$ cat src/rtl/fifo_sync.sv
// ---------------------------------------------------------------------------
// fifo_sync
//   Single-clock synchronous FIFO that buffers small codes from the input
//   stage and presents each popped entry on a registered output feeding the
//   3-bit seven-segment decoder. Occupancy and full/empty flags are exported
//   for LEDs.
//
// Parameters
//   DW     data width in bits (3 matches the decoder input)
//   DEPTH  number of entries; power of two, at least 2
//   AW     pointer width, derived from DEPTH (not meant to be overridden)
//
// Ports
//   clk       system clock, rising edge
//   rst       synchronous active-high reset, highest priority
//   wr_en     push request
//   din       push data
//   rd_en     pop request
//   dout      popped data, registered, held between accepted pops
//   rd_valid  one-cycle pulse the cycle after a pop is accepted
//   full      count == DEPTH
//   empty     count == 0
//   count     current occupancy, 0..DEPTH
//
// Optional build macro FIFO_ERR_EN adds two sticky error outputs:
//   ovf       set on wr_en while full, cleared only by rst
//   udf       set on rd_en while empty, cleared only by rst
// ---------------------------------------------------------------------------
module fifo_sync #(
    parameter  int DW    = 3,
    parameter  int DEPTH = 8,
    localparam int AW    = $clog2(DEPTH)
) (
    input  logic          clk,
    input  logic          rst,
    input  logic          wr_en,
    input  logic [DW-1:0] din,
    input  logic          rd_en,
    output logic [DW-1:0] dout,
    output logic          rd_valid,
    output logic          full,
    output logic          empty,
    output logic [AW:0]   count
`ifdef FIFO_ERR_EN
    ,
    output logic          ovf,
    output logic          udf
`endif
);

    localparam logic [AW:0] FULL_COUNT = (AW+1)'(DEPTH);

    logic [DW-1:0] mem [DEPTH];
    logic [AW-1:0] wr_ptr;
    logic [AW-1:0] rd_ptr;
    logic [AW:0]   count_next;
    logic          wr_acc;
    logic          rd_acc;

    // Acceptance is qualified by the registered flags, so a write while full
    // is dropped even when a read frees a slot in the same cycle.
    assign wr_acc = wr_en & ~full;
    assign rd_acc = rd_en & ~empty;

    // NOTE: every output of a combinational block gets a default first, so
    // no path leaves it unassigned and no latch is inferred.
    always_comb begin
        count_next = count;
        if (wr_acc && !rd_acc) begin
            count_next = count + (AW+1)'(1);
        end else if (rd_acc && !wr_acc) begin
            count_next = count - (AW+1)'(1);
        end
    end

    // NOTE: the storage array has no reset; stale entries are unreachable
    // because empty is forced high, and leaving it unreset lets it map to RAM.
    always_ff @(posedge clk) begin
        if (!rst && wr_acc) begin
            mem[wr_ptr] <= din;
        end
    end

    // NOTE: sequential state uses non-blocking assignments so every register
    // samples pre-edge values regardless of statement order.
    always_ff @(posedge clk) begin
        if (rst) begin
            wr_ptr   <= '0;
            rd_ptr   <= '0;
            count    <= '0;
            empty    <= 1'b1;
            full     <= 1'b0;
            dout     <= '0;
            rd_valid <= 1'b0;
        end else begin
            if (wr_acc) begin
                // Power-of-two depth: truncation to AW bits is the wrap.
                wr_ptr <= wr_ptr + AW'(1);
            end
            if (rd_acc) begin
                dout   <= mem[rd_ptr];
                rd_ptr <= rd_ptr + AW'(1);
            end
            rd_valid <= rd_acc;
            count    <= count_next;
            // Flags come from the next count so they always agree with count.
            empty    <= (count_next == '0);
            full     <= (count_next == FULL_COUNT);
        end
    end

`ifdef FIFO_ERR_EN
    always_ff @(posedge clk) begin
        if (rst) begin
            ovf <= 1'b0;
            udf <= 1'b0;
        end else begin
            if (wr_en && full) begin
                ovf <= 1'b1;
            end
            if (rd_en && empty) begin
                udf <= 1'b1;
            end
        end
    end
`endif

endmodule
$ cat config.mk
export PLATFORM = sky130hd
export DESIGN_NAME = fifo_sync
export DESIGN_NICKNAME = d
export VERILOG_FILES = /design/src/rtl/fifo_sync.sv
export SDC_FILE = /design/constraint.sdc
export NUM_CORES = 1
export LEC_CHECK = 0
export BUFFER_PORTS_ARGS = -buffer_cell sky130_fd_sc_hd__buf_2
export CAP_MARGIN = 10
export CORE_MARGIN = 10
export CORE_UTILIZATION = 45
export DETAILED_ROUTE_END_ITERATION = 8
export PLACE_DENSITY = 0.64
export SLEW_MARGIN = 20
export SYNTH_ARGS = -nofsm -noshare
export SYNTH_HDL_FRONTEND = slang
export SYNTH_SLANG_ARGS = --single-unit
$ cat constraint.sdc
create_clock -name clk -period 3.3 [get_ports clk]
set_clock_uncertainty 0.05 [all_clocks]
set_input_delay 0.165 -clock clk [delete_from_list [all_inputs] [get_ports clk]]
set_output_delay 0.165 -clock clk [all_outputs]
set_load 0.1 [all_outputs]
==> run_results.csv, run 1 <==
group,metric,value,unit
drt,postRouteAntennaNets,0,
synthesis,netlist_instances,128,
cts,path_clk_slew,0.07,ns
cts,cts_tree,"yes",
run_status,status,"complete, no violations",
synthesis,yosys.area_share.simple,0.1290,
placement,dpl_cell_area,0.001793,mm²
placement,dp_hpwl,2262,µm
drt,drt_iter0_markers,45,
power_and_ir_drop,power.leakage,0.6716,nW
grt,busiest_layer,"met2",
critical_path,required,3.43,ns
critical_path,r2r_slack,1.61,ns
critical_path,endpoint,"empty$_SDFF_PP1_",
synthesis,synth_common_cells,"edfxtp_1 (24), nor2_1 (19), dfxtp_1 (16)",
synthesis,synthXorXnorAreaFrac,0.04127,
critical_path,crit_arrival,1.82,ns
sta,setup_viol,0,
critical_path,timing.rr.start,"count[0]$_SDFF_PP0_",
layout,nets,155,
critical_path,start_kind,"flip-flop",
critical_path,crit_path_end_kind,"flip-flop",
sta,layout_setup_ws,1.606,ns
cts,numCtsBuffers,5,
synthesis,synth_top_flop_cell,"edfxtp_1",
grt,use_met2,0.1548,
cts,cts.sinks,40,
cts,worstSkewPairLatency,0.28,ns
placement,port_buffers,16,
synthesis,synth_most_common_cell,"edfxtp_1",
sta,whs,0.1218,ns
synthesis,synthMuxAreaShare,0.09727,
drt,via_count,1004,
synthesis,async_reset_ff_frac,0,
grt,track_usage,0.09759,
critical_path,path_max_fanout,7,
synthesis,syn-num-nets,139,
sta,fmax,0.5901,GHz
grt,grt_pass1_vias,999,
layout,final_area,0.001876,mm²
critical_path,slowest_delay,0.45,ns
sta,period_share,0.5135,
critical_path,crit_path_start,"count[0]$_SDFF_PP0_",
power_and_ir_drop,max-vdd-ir-drop,365.0,µV
grt,met1_usage,0.1169,
drt,vias_per_cell,5.202,
layout,drive_gt1_frac,0.2345,
placement,place_ws,1.657,ns
critical_path,cp_num_cells,6,
grt,gr-total-overflow,0,
sta,tightest_slew,0.6608,ns
floorplanning,initial_utilization,0.4638,
grt,grtUsageMet3,0.03930,
sta,grt_setup_unrepaired,"no",
synthesis,synth.distinct_cells,32,
sta,fin_setup_tns,0,ns
synthesis,synthesis.area,0.001698,mm²
layout,fin_util,0.5123,
sta,drv_slew,0,
floorplanning,die_h,81.43,µm
critical_path,rr_endpoint,"empty$_SDFF_PP1_",
floorplanning,num_io_pins,17,
cts,clockBufferDepth,2,
critical_path,cpMaxStageDelayCell,"dfxtp_1",
grt,antenna_found_initial,0,
floorplanning,die-area,0.006630,mm²
synthesis,netlist.area_leader.share,0.4245,
layout,area_delta_synth_final,10.46,%
grt,grt_pass1_wl,4905,µm
synthesis,synth.area.top_cells,"edfxtp_1 (42%), dfxtp_1 (19%), mux4_2 (8.0%)",
power_and_ir_drop,finalPower,1.352,mW
critical_path,crit_chain,"inv_1, ha_1, nand3_1, o21ai_0, a22o_1, a31o_1",
synthesis,synth_compound_area_frac,0.05895,
synthesis,yosys_warnings,0,
cts,cts_root_buf,"clkbuf_8",
cts,cts_hold_buf,0,
layout,antennaDiodeCount,0,
grt,grt_max_degree,21,
sta,hold_viol,0,
placement,placed_cells_incl_taps,185,
cts,cts_setup_buffers,0,
flow_run,cap_violations,0,
synthesis,synth-seq-cells,40,
worst_hold_path,hold_path.class,"in -> reg",
placement,finalWeightedCongestion,0.7837,
synthesis,yosys.area.top_type,"edfxtp_1",
drt,dr.pass1.iters,4,
power_and_ir_drop,power_density,720.7,mW/mm²
sta,slew_headroom,0.5533,
critical_path,cp.buffers_inverters,1,
floorplanning,die_x,81.43,µm
critical_path,crit_type,"reg -> reg",
critical_path,rr_worst_depth,6,
synthesis,synth_top_family_by_area,"simple AND/OR/NAND/NOR gates",
synthesis,synth_edf_count,24,
drt,wl_per_cell,15.26,µm
drt,drc_errors,0,
cts,htreeDepth,2,
synthesis,synth.avg_cell_area,13.26,µm²
critical_path,critPathTopFamily,"compound AO/OA/AOI/OAI gates",
synthesis,ys_seq_area_frac,0.6131,
sta,final.min_clock_period,1.695,ns
cts,ctsResizeCount,0,
synthesis,synth_fa_ha_area_frac,0.02948,
layout,fin_cells,193,
floorplanning,coreArea,0.003661,mm²
drt,postRouteWirelength,2945,µm
floorplanning,rows,22,
[cell usage in the layout (no fill, tap or decap), types with 2 or more instances in the layout]
| master | Yosys | layout |
|---|---|---|
| a21oi_1 | 3 | 3 |
| clkbuf_8 | 1 | 5 |
| nand3_1 | 2 | 2 |
| mux4_2 | 6 | 6 |
| ha_1 | 4 | 4 |
| inv_1 | 2 | 2 |
| nor3_1 | 3 | 3 |
| dfxtp_1 | 16 | 16 |
| mux2i_1 | 3 | 3 |
| nor2_1 | 19 | 19 |
| edfxtp_1 | 24 | 24 |
| nand2b_1 | 2 | 2 |
| xor2_1 | 4 | 4 |
| buf_2 | 1 | 16 |
| xnor2_1 | 4 | 4 |
| a211oi_1 | 5 | 5 |
| nand2_1 | 11 | 11 |
| clkinv_2 | 0 | 2 |
[sequential cells by signal, summed over array words and instances, names as in the netlist]
name	flops
mem	24
count	4
dout	3
rd_ptr	3
wr_ptr	3
empty	1
full	1
rd_valid	1
[cell families (layout without fill, tap and decap cells)]
logic type	Yosys count	in the layout
adders and majority gates	4	4
muxes	9	9
and+or+nand+nor	45	45
AOI/OAI and AO/OA	13	13
buffers and inverters	9	26
DFF	40	40
xor gates and xnor gates	8	8
[power by group]
group	internal [mW]	switching [mW]	total (mW)
clock	0.143	0.155	0.298
sequential	0.569	0.0535	0.623
combinational	0.119	0.312	0.431
total	0.831	0.521	1.35
[routing by layer]
layer / vias up / wire length [µm]
li1: 499 / -
met1: 487 / 1368
met2: 16 / 1420
met3: 2 / 139
met4: 0 / 17
met5: - / 0
[how the worst min path moves through the flow]
stage / start / to / cells after the start
floorplan: din[0] / mem[0][0]$_DFFE_PP_ / 0
global placement: din[1] / mem[2][1]$_DFFE_PP_ / 1
detailed placement: din[2] / mem[2][2]$_DFFE_PP_ / 1
CTS: din[2] / mem[0][2]$_DFFE_PP_ / 1
global route: din[2] / mem[2][2]$_DFFE_PP_ / 1
finish: din[1] / mem[5][1]$_DFFE_PP_ / 1
[final cells by class]
type | instances | area (µm²)
clock buffer | 5 | 68.82
clock inverter | 3 | 13.76
fill | 311 | 1785
inverter | 2 | 7.507
multi-input combinational | 79 | 604.3
sequential | 40 | 1041
tap | 48 | 60.06
timing repair buffer | 16 | 80.08
Power figures use the tool's default switching activity.
==> run 2: changes to the inputs <==
- PLACE_DENSITY: 0.64 -> 0.66
- clock period: 3.3 -> 1.45 ns (I/O delays scaled with it)
==> run 2 against run 1 <==
  * Clock-buffer cell count grew 1
  * Flip-flop and latch count is the same
  * Die area is the same
  * Critical endpoint is now full$_SDFF_PP0_
  * Global-route usage grew 0.47 points
  * First-iteration DRC count grew 78%
  * Non-clock buffer count grew 9
  * Largest cell class unchanged
  * Power grew 140%
  * Combinational power grew to 2.7 times the previous value
  * Worst hold slack lost 0.094 ns
==> run_results.csv, run 2 (synthesized netlist as in run 1, its figures left out) <==
group,metric,value,unit
run_status,status,"complete, no violations",
worst_hold_path,hold_path.class,"in -> reg",
cts,htreeDepth,2,
layout,antennaDiodeCount,0,
critical_path,start_kind,"flip-flop",
worst_hold_path,hold_path_startpoint,"din[0]",
critical_path,path_max_fanout,4,
layout,layout_common_cells,"edfxtp_1 (24), nor2_1 (17), buf_2 (16)",
cts,path_clk_slew,0.07,ns
critical_path,critPathTopFamily,"simple AND/OR/NAND/NOR gates",
cts,cts_root_buf,"clkbuf_8",
critical_path,endpoint,"full$_SDFF_PP0_",
layout,top_register,"mem",
cts,clockBufferDepth,2,
drt,postRouteWirelength,3054,µm
critical_path,r2r_slack,0.02,ns
drt,postRouteAntennaNets,0,
grt,antenna_found_initial,0,
power_and_ir_drop,power_density,1576,mW/mm²
sta,slew_headroom,0.6704,
layout,area_delta_synth_final,22.11,%
floorplanning,die_h,81.43,µm
sta,fin_setup_tns,0,ns
critical_path,cp.buffers_inverters,0,
sta,period_share,0.9880,
drt,routed-wl-met3,165,µm
layout,largest_register_ffs,24,
power_and_ir_drop,max-vdd-ir-drop,797.5,µV
placement,dp_hpwl,2386,µm
layout,n_fill_cell,301,
sta,whs,0.02769,ns
critical_path,timing.rr.start,"full$_SDFF_PP0_",
drt,vias_per_cell,5.218,
sta,setup_viol,0,
floorplanning,coreArea,0.003661,mm²
power_and_ir_drop,power.leakage,0.7396,nW
grt,track_usage,0.1023,
layout,nets,164,
grt,grt_max_degree,17,
cts,cts.sinks,40,
critical_path,required,1.62,ns
drt,drc_errors,0,
critical_path,rr_endpoint,"full$_SDFF_PP0_",
placement,port_buffers,16,
cts,worstSkewPairLatency,0.28,ns
critical_path,cp_num_cells,5,
drt,via_count,1054,
critical_path,crit_arrival,1.60,ns
grt,grt_pass1_wl,5168,µm
critical_path,cpMaxStageDelayCell,"dfxtp_4",
drt,drt-met1-wl,1384,µm
floorplanning,die-area,0.006630,mm²
sta,final.min_clock_period,1.433,ns
critical_path,crit_path_start,"full$_SDFF_PP0_",
layout,final_common_cell,"edfxtp_1",
sta,hold_viol,0,
critical_path,slowest_delay,0.34,ns
critical_path,crit_chain,"and2b_4, nor2_4, a22oi_2, xor2_2, and4b_1",
cts,cts_tree,"yes",
sta,tightest_slew,0.4979,ns
layout,largestRegisters,"mem (24), count (4)",
cts,numCtsBuffers,5,
critical_path,crit_type,"reg -> reg",
drt,routed.top_layer,"met3",
floorplanning,rows,22,
cts,cts_setup_buffers,0,
placement,finalWeightedCongestion,0.7369,
floorplanning,initial_utilization,0.4638,
grt,grt_pass1_vias,1092,
grt,gr-total-overflow,0,
critical_path,crit_path_end_kind,"flip-flop",
sta,fmax,0.6980,GHz
layout,drive_gt1_frac,0.4026,
floorplanning,die_x,81.43,µm
sta,grt_setup_unrepaired,"yes",
drt,dr.pass1.iters,4,
floorplanning,num_io_pins,17,
drt,drt_iter0_markers,80,
critical_path,rr_worst_depth,5,
sta,drv_slew,0,
drt,wl_per_cell,15.12,µm
flow_run,cap_violations,0,
drt,routed-wl-met2,1504,µm
[run 2: how the worst min path moves through the flow]
stage                                endpoint  slack [ns]  depth (start not counted)
final                     mem[5][0]$_DFFE_PP_        0.03                          1
after floorplan           mem[0][0]$_DFFE_PP_        0.12                          0
after detailed placement  mem[4][2]$_DFFE_PP_        0.32                          1
after global placement    mem[4][0]$_DFFE_PP_        0.31                          1
after global routing      mem[5][0]$_DFFE_PP_        0.02                          1
after CTS                 mem[2][2]$_DFFE_PP_        0.02                          1
[run 2: per-stage QoR]
step,utilization,total power [mW],worst slack [ns],cell area [µm²],cells
after floorplan,-,2.384,-0.06864,1788,128
after global placement,0.5362,2.583,-0.006546,1963,194
after detailed placement,0.5362,2.612,-0.02113,1963,194
after CTS,0.5622,3.295,-0.01379,2058,202
after global routing,0.5663,3.456,-0.03910,2073,202
final,0.5663,3.268,0.01742,2073,202
[run 2: power breakdown]
part | internal (mW) | total (mW) | switching (mW) | leakage [nW]
Clock | 0.328 | 0.663 | 0.336 | 0.0403
Sequential | 1.32 | 1.43 | 0.116 | 0.351
Combinational | 0.382 | 1.17 | 0.789 | 0.348
[run 2: worst register-to-register path: stages, from the launching register on]
cell     delay (ns)
dfxtp_4        0.34
and2b_4        0.30
nor2_4         0.05
a22oi_2        0.21
xor2_2         0.20
and4b_1        0.22
[run 2: timing repair]
action	4_1_cts	5_1_grt
setup endpoints to repair	6	8
resized for setup	3	3
pin swaps	0	5
cloned	0	0
hold buffers	0	0
[run 2: final cells by class]
type	instances	area, µm²	share of cell area
Sequential cell	40	1061	0.5118
Multi-Input combinational cell	79	701.9	0.3386
Timing Repair Buffer	25	160.2	0.07725
Clock buffer	6	72.57	0.03500
Tap cell	48	60.06	0.02897
Inverter	2	10.01	0.004828
Clock inverter	2	7.507	0.003621
[run 2: layer usage]
metal / global-route usage / up-vias
li1: - / 514
met3: 0.04258 / 0
met4: 0.02595 / 0
met1: 0.1272 / 516
met5: 0 / -
met2: 0.1611 / 24
